## config.mk

```make
export PLATFORM = sky130hd
export DESIGN_NAME = led_matrix_scan_ctrl
export DESIGN_NICKNAME = d
export VERILOG_FILES = /design/src/rtl/led_matrix_pkg.sv /design/src/rtl/led_frame_buf.sv /design/src/rtl/led_matrix_scan_ctrl.sv
export SDC_FILE = /design/constraint.sdc
export NUM_CORES = 1
export LEC_CHECK = 0
export BUFFER_PORTS_ARGS = -buffer_cell sky130_fd_sc_hd__buf_4
export CAP_MARGIN = 40
export CORE_MARGIN = 1
export CORE_UTILIZATION = 60
export DETAILED_ROUTE_END_ITERATION = 10
export PLACE_DENSITY = 0.78
export SLEW_MARGIN = 20
export SYNTH_ARGS = -nofsm -noshare
export SYNTH_HDL_FRONTEND = slang
export SYNTH_SLANG_ARGS = --single-unit
```

## constraint.sdc

```tcl
create_clock -name clk -period 3.4 [get_ports clk]
set_input_delay 0.34 -clock clk [delete_from_list [all_inputs] [get_ports clk]]
set_output_delay 0.34 -clock clk [all_outputs]
set_load 0.005 [all_outputs]
```

## src/rtl/led_matrix_pkg.sv

```systemverilog
// Shared types and sizes for the 8x8 LED matrix row-scan controller.
package led_matrix_pkg;
  localparam int N_ROWS = 8;
  localparam int N_COLS = 8;
  localparam int ROW_W  = 3;

  typedef enum logic [1:0] {IDLE, BLANK, DRIVE} state_t;
endpackage

```

## src/rtl/led_frame_buf.sv

```systemverilog
// Double-buffered 8x8 frame: one write port into the back bank (~ptr), one row read port.
// The read bank is chosen by the caller so it can look ahead to the post-swap front bank.
module led_frame_buf
  import led_matrix_pkg::*;
(
  input  logic              clk,
  input  logic              clr_n,
  input  logic              ptr,
  input  logic              wr_en,
  input  logic [ROW_W-1:0]  wr_row,
  input  logic [N_COLS-1:0] wr_data,
  input  logic              rd_bank,
  input  logic [ROW_W-1:0]  rd_row,
  output logic [N_COLS-1:0] rd_data
);
  logic [N_COLS-1:0] bank [2][N_ROWS];

  always_ff @(posedge clk) begin
    if (!clr_n) begin
      for (int b = 0; b < 2; b++)
        for (int r = 0; r < N_ROWS; r++)
          bank[b][r] <= '0;
    end else if (wr_en) begin
      bank[~ptr][wr_row] <= wr_data;
    end
  end

  // A write landing in the bank that becomes front on this same edge is forwarded.
  always_comb begin
    rd_data = bank[rd_bank][rd_row];
    if (wr_en && (~ptr == rd_bank) && (wr_row == rd_row))
      rd_data = wr_data;
  end
endmodule

```

## src/rtl/led_matrix_scan_ctrl.sv

```systemverilog
// Row-scan controller: blank/drive per row slot, tear-free bank swap at frame boundaries.
// All outputs registered from next-state values, so row r shows exactly BLANK_CYC clocks into its slot.
module led_matrix_scan_ctrl
  import led_matrix_pkg::*;
#(
  parameter int   ROW_DIV    = 6250,
  parameter int   BLANK_CYC  = 16,
  parameter logic ROW_ON_LVL = 1'b0,
  parameter logic COL_ON_LVL = 1'b1
) (
  input  logic              clk,
  input  logic              rst_n,
  input  logic              i_en,
  input  logic              i_wr_en,
  input  logic [ROW_W-1:0]  i_wr_row,
  input  logic [N_COLS-1:0] i_wr_data,
  input  logic              i_swap_req,
  output logic              o_swap_ack,
  output logic              o_frame_tick,
  output logic [N_ROWS-1:0] o_row,
  output logic [N_COLS-1:0] o_col
);
  localparam int PW = (ROW_DIV > 1) ? $clog2(ROW_DIV) : 1;
  localparam logic [PW-1:0] ROW_LAST   = PW'(ROW_DIV - 1);
  localparam logic [PW-1:0] BLANK_LAST = PW'((BLANK_CYC == 0) ? 0 : BLANK_CYC - 1);

  state_t            state, state_n;
  logic [ROW_W-1:0]  row, row_n;
  logic [PW-1:0]     presc, presc_n;
  logic              ptr, ptr_n, swap_pend;
  logic              wrap, boundary, do_swap;
  logic [N_COLS-1:0] rd_data;

  assign wrap     = (state == DRIVE) && (row == ROW_W'(N_ROWS - 1)) && (presc == ROW_LAST);
  assign boundary = (state == IDLE) || wrap;
  assign do_swap  = boundary && (swap_pend || i_swap_req);
  assign ptr_n    = ptr ^ do_swap;

  led_frame_buf u_buf (
    .clk     (clk),
    .clr_n   (rst_n),
    .ptr     (ptr),
    .wr_en   (i_wr_en),
    .wr_row  (i_wr_row),
    .wr_data (i_wr_data),
    .rd_bank (ptr_n),
    .rd_row  (row_n),
    .rd_data (rd_data)
  );

  always_comb begin
    state_n = state;
    row_n   = row;
    presc_n = presc;
    if (!i_en) begin
      state_n = IDLE;
      row_n   = '0;
      presc_n = '0;
    end else begin
      case (state)
        IDLE: begin
          state_n = (BLANK_CYC == 0) ? DRIVE : BLANK;
          row_n   = '0;
          presc_n = '0;
        end
        BLANK: begin
          presc_n = presc + PW'(1);
          if (presc == BLANK_LAST) state_n = DRIVE;
        end
        DRIVE: begin
          if (presc == ROW_LAST) begin
            presc_n = '0;
            row_n   = row + ROW_W'(1);
            state_n = (BLANK_CYC == 0) ? DRIVE : BLANK;
          end else begin
            presc_n = presc + PW'(1);
          end
        end
        default: state_n = IDLE;
      endcase
    end
  end

  always_ff @(posedge clk) begin
    if (!rst_n) begin
      state        <= IDLE;
      row          <= '0;
      presc        <= '0;
      ptr          <= 1'b0;
      swap_pend    <= 1'b0;
      o_swap_ack   <= 1'b0;
      o_frame_tick <= 1'b0;
      o_row        <= {N_ROWS{~ROW_ON_LVL}};
      o_col        <= {N_COLS{~COL_ON_LVL}};
    end else begin
      state        <= state_n;
      row          <= row_n;
      presc        <= presc_n;
      ptr          <= ptr_n;
      swap_pend    <= do_swap ? 1'b0 : (swap_pend | i_swap_req);
      o_swap_ack   <= do_swap;
      o_frame_tick <= wrap && i_en;
      if (state_n == DRIVE) begin
        o_row <= {N_ROWS{~ROW_ON_LVL}} ^ (N_ROWS'(1) << row_n);
        o_col <= {N_COLS{~COL_ON_LVL}} ^ rd_data;
      end else begin
        o_row <= {N_ROWS{~ROW_ON_LVL}};
        o_col <= {N_COLS{~COL_ON_LVL}};
      end
    end
  end
endmodule

```

==> flow_metrics.tcl, run 1 <==
set metrics [dict create \
    outcome "completed" \
    numCtsBuffers 17 \
    cp-end-kind "flip-flop" \
    slew_headroom_pct 47.0 \
    grt_overflow 0 \
    synth_area_leader_cell "edfxtp_1" \
    synthAdderAreaFrac_pct 1.52 \
    synth_flop_cell "edfxtp_1" \
    cts_setup_buffers 0 \
    drtIter0Drc 841 \
    grt.total_usage_pct 32.5 \
    clock.fmax_ghz 0.305 \
    dieArea_um2 12800 \
    antenna_cells 0 \
    powerDensity_nw_per_um2 537 \
    antenna_found_initial 0 \
    areaGrowthSynthToFinish_pct 16.2 \
    fin_crit_ns 3.28 \
    reg2reg_slack_ns 0.12 \
    cp.arrival_ns 3.57 \
    wl_per_cell_um 23.6 \
    dr.pass1.iters 8 \
    post_dp_cell_area_um2 8020 \
    hold_buffers 0 \
    cts.sinks 166 \
    route.detailed.drc 0 \
    grt_max_degree 34 \
    final_area_um2 8620 \
    crit_required_ns 3.69 \
    die_h_um 113 \
    cts-root-buf "clkbuf_16" \
    grt_pass1_vias 5216 \
    synth_top_area_share_pct 51.8 \
    synth-seq-cells 166 \
    rsz0062_at_grt "true" \
    worstSetupPathType "flip-flop to flip-flop" \
    ctsLongestPathBuffers 2 \
    finalMaxSlewViolations 0 \
    crit_chain "or4b_4 > nor4_4 > a21boi_2 > nor3_4 > buf_4 > buf_6 > mux2_2 > a222oi_1 > a311oi_1" \
    cp_max_fo 33 \
    ctsResizeCount 0 \
    async_flop_share_pct 0 \
    synth_area_leaders "edfxtp_1 (52%), dfxtp_1 (10%), nor2_1 (5.1%)" \
    synth-edff-count 128 \
    drive_gt1_share_pct 21.8 \
    synthMuxAreaShare_pct 7.71 \
    critPathLaunchType "flip-flop" \
    nFillCells 800 \
    syn_area_um2 7420 \
    die_w_um 113 \
    skew_ns 0.00731 \
    critPathSlowestCell "or4b_4" \
    synth.most_common_cell "edfxtp_1" \
    synth_nets 639 \
    synth-xor-area-share_pct 1.30 \
    hpwl_mm 13.6 \
    place_congestion 0.963 \
    synth_top_family_by_area "simple AND/OR/NAND/NOR gates" \
    wl_mm 19.7 \
    yosysUniqueCellTypes 54 \
    p_leak_nw 3.25 \
    worstSkewPairLatency_ns 0.43 \
    cts_tree "yes" \
    via_per_inst 6.67 \
    synth_compound_area_share_pct 9.16 \
    port_buffers 33 \
    synth-simple-area-share_pct 15.5 \
    setup_viol 0 \
    cts_max_level 4 \
    hold_class "input pin to flip-flop" \
    num_vias 5571 \
    initial_core_util_pct 61.8 \
    peakVddDrop_uv 441 \
    cap_violations 0 \
    cts.clk_slew.worst_paths_ns 0.06 \
    synth-seq-area-share_pct 62.1 \
    worst_slew_pin_slew_ns 0.787 \
    core_area_um2 12000 \
    row_count 40 \
    grt_pass1_wl_mm 29.6 \
    postRouteAntennaNets 0 \
    fin_crit_sh_pct 96.5 \
    finalHoldViolations 0 \
    ys_warn_count 0 \
    slowest_delay_ns 0.56 \
    syn-instance-count 614 \
    netlist_top_cells_count "edfxtp_1 (128), nor2_1 (100), nand2_1 (55)" \
    fin_setup_tns_ns 0 \
    nets 700 \
    syn_area_per_cell_um2 12.1 \
    io_pins 34 \
]
worst paths after layout:
| kind | startpoint | endpoint | cells after the start |
|---|---|---|---|
| worst min-delay path | i_wr_data[4] | u_buf.bank[0][44] | 2 |
| worst max register to register | presc[7] | o_col[1] | 9 |
| worst min register to register | presc[9] | presc[9] | 2 |
| worst max-delay path | presc[7] | o_col[1] | 9 |
registers in the layout, indices dropped and copies added, names as in the netlist:
signal,cells
u_buf.bank,128
o_frame_tick,1
o_row,8
o_swap_ack,1
state,2
o_col,8
ptr,1
row,3
presc,13
swap_pend,1
metrics by stage:
step	std cells	worst slack [ns]	utilization, %	hold WS, ns	power (mW)
floorplan	614	0.406	-	0.483	2.55
global route	835	0.0114	71.8	0.217	4.74
detailed placement	803	0.0445	66.8	0.527	2.69
finish	835	0.120	71.8	0.223	4.63
global placement	801	0.156	66.6	0.509	2.67
CTS	835	0.0414	71.7	0.214	4.63
area by class of cell:
| type | instances | area (µm²) | share of cell area (%) |
|---|---|---|---|
| clock buffer | 21 | 450 | 5.22 |
| tap | 147 | 184 | 2.13 |
| timing repair buffer | 73 | 562 | 6.51 |
| inverter | 16 | 60.1 | 0.696 |
| clock inverter | 11 | 146 | 1.70 |
| multi-input combinational | 401 | 2620 | 30.3 |
| sequential | 166 | 4600 | 53.4 |
critical path: cells and delay by family (launching register included):
family / cells / cell delay, ns
compound gates: 3 / 0.78
buf+inv: 2 / 0.57
flops: 1 / 0.33
mux: 1 / 0.38
simple gates: 3 / 1.08
power breakdown:
group / switching (mW) / internal, mW
Combinational: 0.222 / 0.150
Clock: 0.789 / 1.18
Sequential: 0.0273 / 2.26
Total: 1.04 / 3.59
layout by cell type (no fill, tap or decap), types with 3 or more instances in the layout:
master     count
inv_1         15
inv_6          4
a2111oi_1      4
mux2_2        33
nand3_1       20
ha_1           9
and2_1         5
buf_4         70
nor2b_1        8
a222oi_1       8
clkbuf_16     17
nor3_1         5
nand2_1       55
edfxtp_1     128
o31ai_1       17
clkbuf_1       3
nand2b_1       6
bufinv_16      3
nand4_1       17
xor2_1         6
o21ai_0       13
and3_1        13
xnor2_1        5
a311oi_1       8
dfxtp_1       38
a2111oi_0      4
nor2_1       100
a21oi_1       21
mux4_2         8
nor3b_1        3
metal layers:
metal	track usage (%)	vias to the layer above	wire length (µm)
li1	-	2415	-
met1	44.4	2698	7880
met2	47.0	391	8730
met3	11.2	67	2400
met4	15.1	0	729
met5	0	-	0
logic make-up after synthesis:
family	Yosys count
adders and majority gates	9
buffers and inverters	47
xor gates and xnor gates	11
AOI/OAI and AO/OA	94
DFF	166
and+or+nand+nor	244
muxes	43
Note: power is estimated with default switching activity, not from simulation.
==> run 2: changes to the inputs <==
--- a/config.mk
+++ b/config.mk
@@ -5,6 +5,7 @@
 export SDC_FILE = /design/constraint.sdc
 export NUM_CORES = 1
 export LEC_CHECK = 0
+export ABC_AREA = 1
 export BUFFER_PORTS_ARGS = -buffer_cell sky130_fd_sc_hd__buf_4
 export CAP_MARGIN = 40
 export CORE_MARGIN = 1
==> run 2 against run 1 <==
Sequential share of layout area down 2.0 points. Utilization down 1.9 points. Total power down 3.1%. Setup slack better by 0.23 ns. Critical endpoint is now o_col[4]. Critical path depth up 1. Global-route usage down 2.3 points. Synthesized cell count up 47%. Routed wire length about the same. Clock-buffer cell count down 3. Clock skew down 0.00092 ns.
==> flow_metrics.tcl, run 2 <==
set metrics [dict create \
    grt_pass1_wl_mm 31.2 \
    ctsResizeCount 0 \
    powerDensity_nw_per_um2 501 \
    cts.sinks 166 \
    row_count 41 \
    critPathLaunchType "flip-flop" \
    cts.clk_slew.worst_paths_ns 0.06 \
    p_leak_nw 3.94 \
    worst_slack_ns 0.350 \
    place_congestion 0.924 \
    critPathSlowestCell "clkinv_1" \
    wl_mm 19.7 \
    cts_setup_buffers 0 \
    switching_power_mw 1.11 \
    clock.fmax_ghz 0.328 \
    ctsLongestPathBuffers 2 \
    grt_overflow 0 \
    synth_nets 927 \
    hpwl_mm 13.3 \
    fin_setup_tns_ns 0 \
    largest_reg_flops 128 \
    synth.most_common_cell "nand2_1" \
    preCtsSetupSlack_ns 0.493 \
    intPower_mw 3.38 \
    reg2reg_slack_ns 0.35 \
    clockPowerShare_pct 39.7 \
    setup_viol 0 \
    reg2reg_from "state[0]" \
    whs_endpoint "u_buf.bank[0][43]" \
    wl_per_cell_um 17.5 \
    crit_required_ns 3.75 \
    hold_path_depth 3 \
    r2r_cells 10 \
    p_comb_share_pct 9.3 \
    hold_buffers 0 \
    p_total_mw 4.49 \
    dieArea_um2 13900 \
    synth-seq-cells 166 \
    num_vias 6250 \
    via_per_inst 5.55 \
    worstSetupPathType "flip-flop to flip-flop" \
    numCtsBuffers 17 \
    finalMaxSlewViolations 0 \
    synth_area_leaders "edfxtp_1 (48%), dfxtp_1 (9.5%), nand2_1 (9.1%)" \
    crit_chain "inv_1 > ha_1 > or2_2 > nand3_1 > nand2_1 > nand2_1 > clkinv_1 > nand2_1 > nand4_1 > a21oi_1" \
    final_common_cell "nand2_1" \
    slew_headroom_pct 46.8 \
    fin_crit_sh_pct 89.7 \
    largest-register "u_buf.bank" \
    synth_flop_cell "edfxtp_1" \
    netlist_top_cells_count "nand2_1 (195), inv_1 (158), nor2_1 (134)" \
    cts_max_level 4 \
    syn-instance-count 902 \
    synth-edff-count 128 \
    dr.pass1.iters 6 \
    slowest_delay_ns 0.49 \
    top_regs "u_buf.bank (128), presc (13)" \
    grt.total_usage_pct 30.2 \
    swShare_pct 24.7 \
    finalHoldViolations 0 \
    async_flop_share_pct 0 \
    initial_core_util_pct 62.7 \
    drtIter0Drc 875 \
    final_area_um2 8960 \
    hold_class "input pin to flip-flop" \
    yosysUniqueCellTypes 35 \
    skew_ns 0.00639 \
    post_dp_cell_area_um2 8410 \
    cp.arrival_ns 3.40 \
    die_h_um 118 \
    grt_max_degree 41 \
    cts_tree "yes" \
    synth-seq-area-share_pct 57.3 \
    antenna_cells 0 \
    holdCritStartpoint "i_wr_data[3]" \
    antenna_found_initial 0 \
    syn_area_um2 8040 \
    port_buffers 33 \
    nets 967 \
    peakVddDrop_uv 456 \
    worstSkewPairLatency_ns 0.43 \
    outcome "completed" \
    syn_area_per_cell_um2 8.91 \
    synth_area_leader_cell "edfxtp_1" \
    rsz0062_at_grt "false" \
    io_pins 34 \
    cp_max_fo 12 \
    whs_ns 0.217 \
    route.detailed.drc 0 \
    postRouteAntennaNets 0 \
    path_common_cell "nand2_1" \
    drive_gt1_share_pct 11.8 \
    worst-path-buf-inv 2 \
    cap_violations 0 \
    p_seq_share_pct 51.0 \
    synth_top_area_share_pct 47.8 \
    fin_crit_ns 3.05 \
    die_w_um 118 \
    areaGrowthSynthToFinish_pct 11.5 \
    core_area_um2 12800 \
    ys_warn_count 0 \
    rr_endpoint "o_col[4]" \
    final_cell_mix "nand2_1 (195), inv_1 (158), nor2_1 (134)" \
    grt_pass1_vias 5865 \
    cts-root-buf "clkbuf_16" \
    path_delay_family "simple AND/OR/NAND/NOR gates" \
    worst_slew_pin_slew_ns 0.797 \
    cp-end-kind "flip-flop" \
]
[run 2: cell count changes after synthesis, sizes merged, moves of 9 or more]
cell and delta:
nand2 +152, o21ai -12, clkbuf -14, nand3b +15, nand4 -12, nand3 +101
inv +145, o31ai -17, buf +9, nor2 +41, mux2 -33, and3 -12
[run 2: worst max path at each step]
stage,startpoint,endpoint,cells past startpoint
floorplan,rst_n,u_buf.bank[0][0],6
global placement,state[0],o_col[4],10
detailed placement,state[0],o_col[4],10
CTS,state[0],o_col[4],10
global route,state[0],o_col[4],10
finish,state[0],o_col[4],10
[run 2: worst reg2reg max path, stage by stage, from the launching register on]
cell	delay, ns
dfxtp_1	0.39
inv_1	0.10
ha_1	0.29
or2_2	0.35
nand3_1	0.09
nand2_1	0.05
nand2_1	0.38
clkinv_1	0.49
nand2_1	0.16
nand4_1	0.40
a21oi_1	0.29
[run 2: cell type report]
| class | instances | area, µm² |
|---|---|---|
| inverters | 163 | 612 |
| multi-input cells | 547 | 2640 |
| clock inverters | 13 | 108 |
| clock buffers | 18 | 429 |
| well taps | 172 | 215 |
| fillers | 1028 | 3860 |
| flip-flops and latches | 166 | 4600 |
| repair buffers | 47 | 353 |
[run 2: cells by family after synthesis]
family | after synthesis | synth area share [%]
adder cells (fa/ha/maj) | 9 | 1.40
buffers and inverters | 189 | 9.83
flip-flops | 166 | 57.3
AO/OA/AOI/OAI | 23 | 1.65
XOR/XNOR | 8 | 0.872
AND/OR/NAND/NOR | 507 | 28.9
[run 2: layer usage]
layer / vias up / global-route usage (%) / wire (µm) / part of all wire (%)
met3: 56 / 6.88 / 1960 / 9.9
li1: 2950 / - / - / -
met4: 0 / 14.0 / 756 / 3.8
met2: 366 / 47.5 / 9180 / 46
met5: - / 0 / 0 / 0
met1: 2878 / 39.9 / 7850 / 40
[run 2: stage by stage]
step                instances  util, %
detailed placement       1093     65.6
finish                   1126     69.9
floorplan                 902        -
global placement         1093     65.6
CTS                      1124     69.8
global route             1126     69.9
[run 2: power by group through the flow]
stage          logic, mW  clock network (mW)  registers (mW)
6_report           0.417                1.78            2.29
5_1_grt            0.461                1.88            2.30
4_1_cts            0.409                1.79            2.29
3_5_place_dp       0.406                   0            2.33
3_3_place_gp       0.401                   0            2.33
2_1_floorplan      0.292                   0            2.33
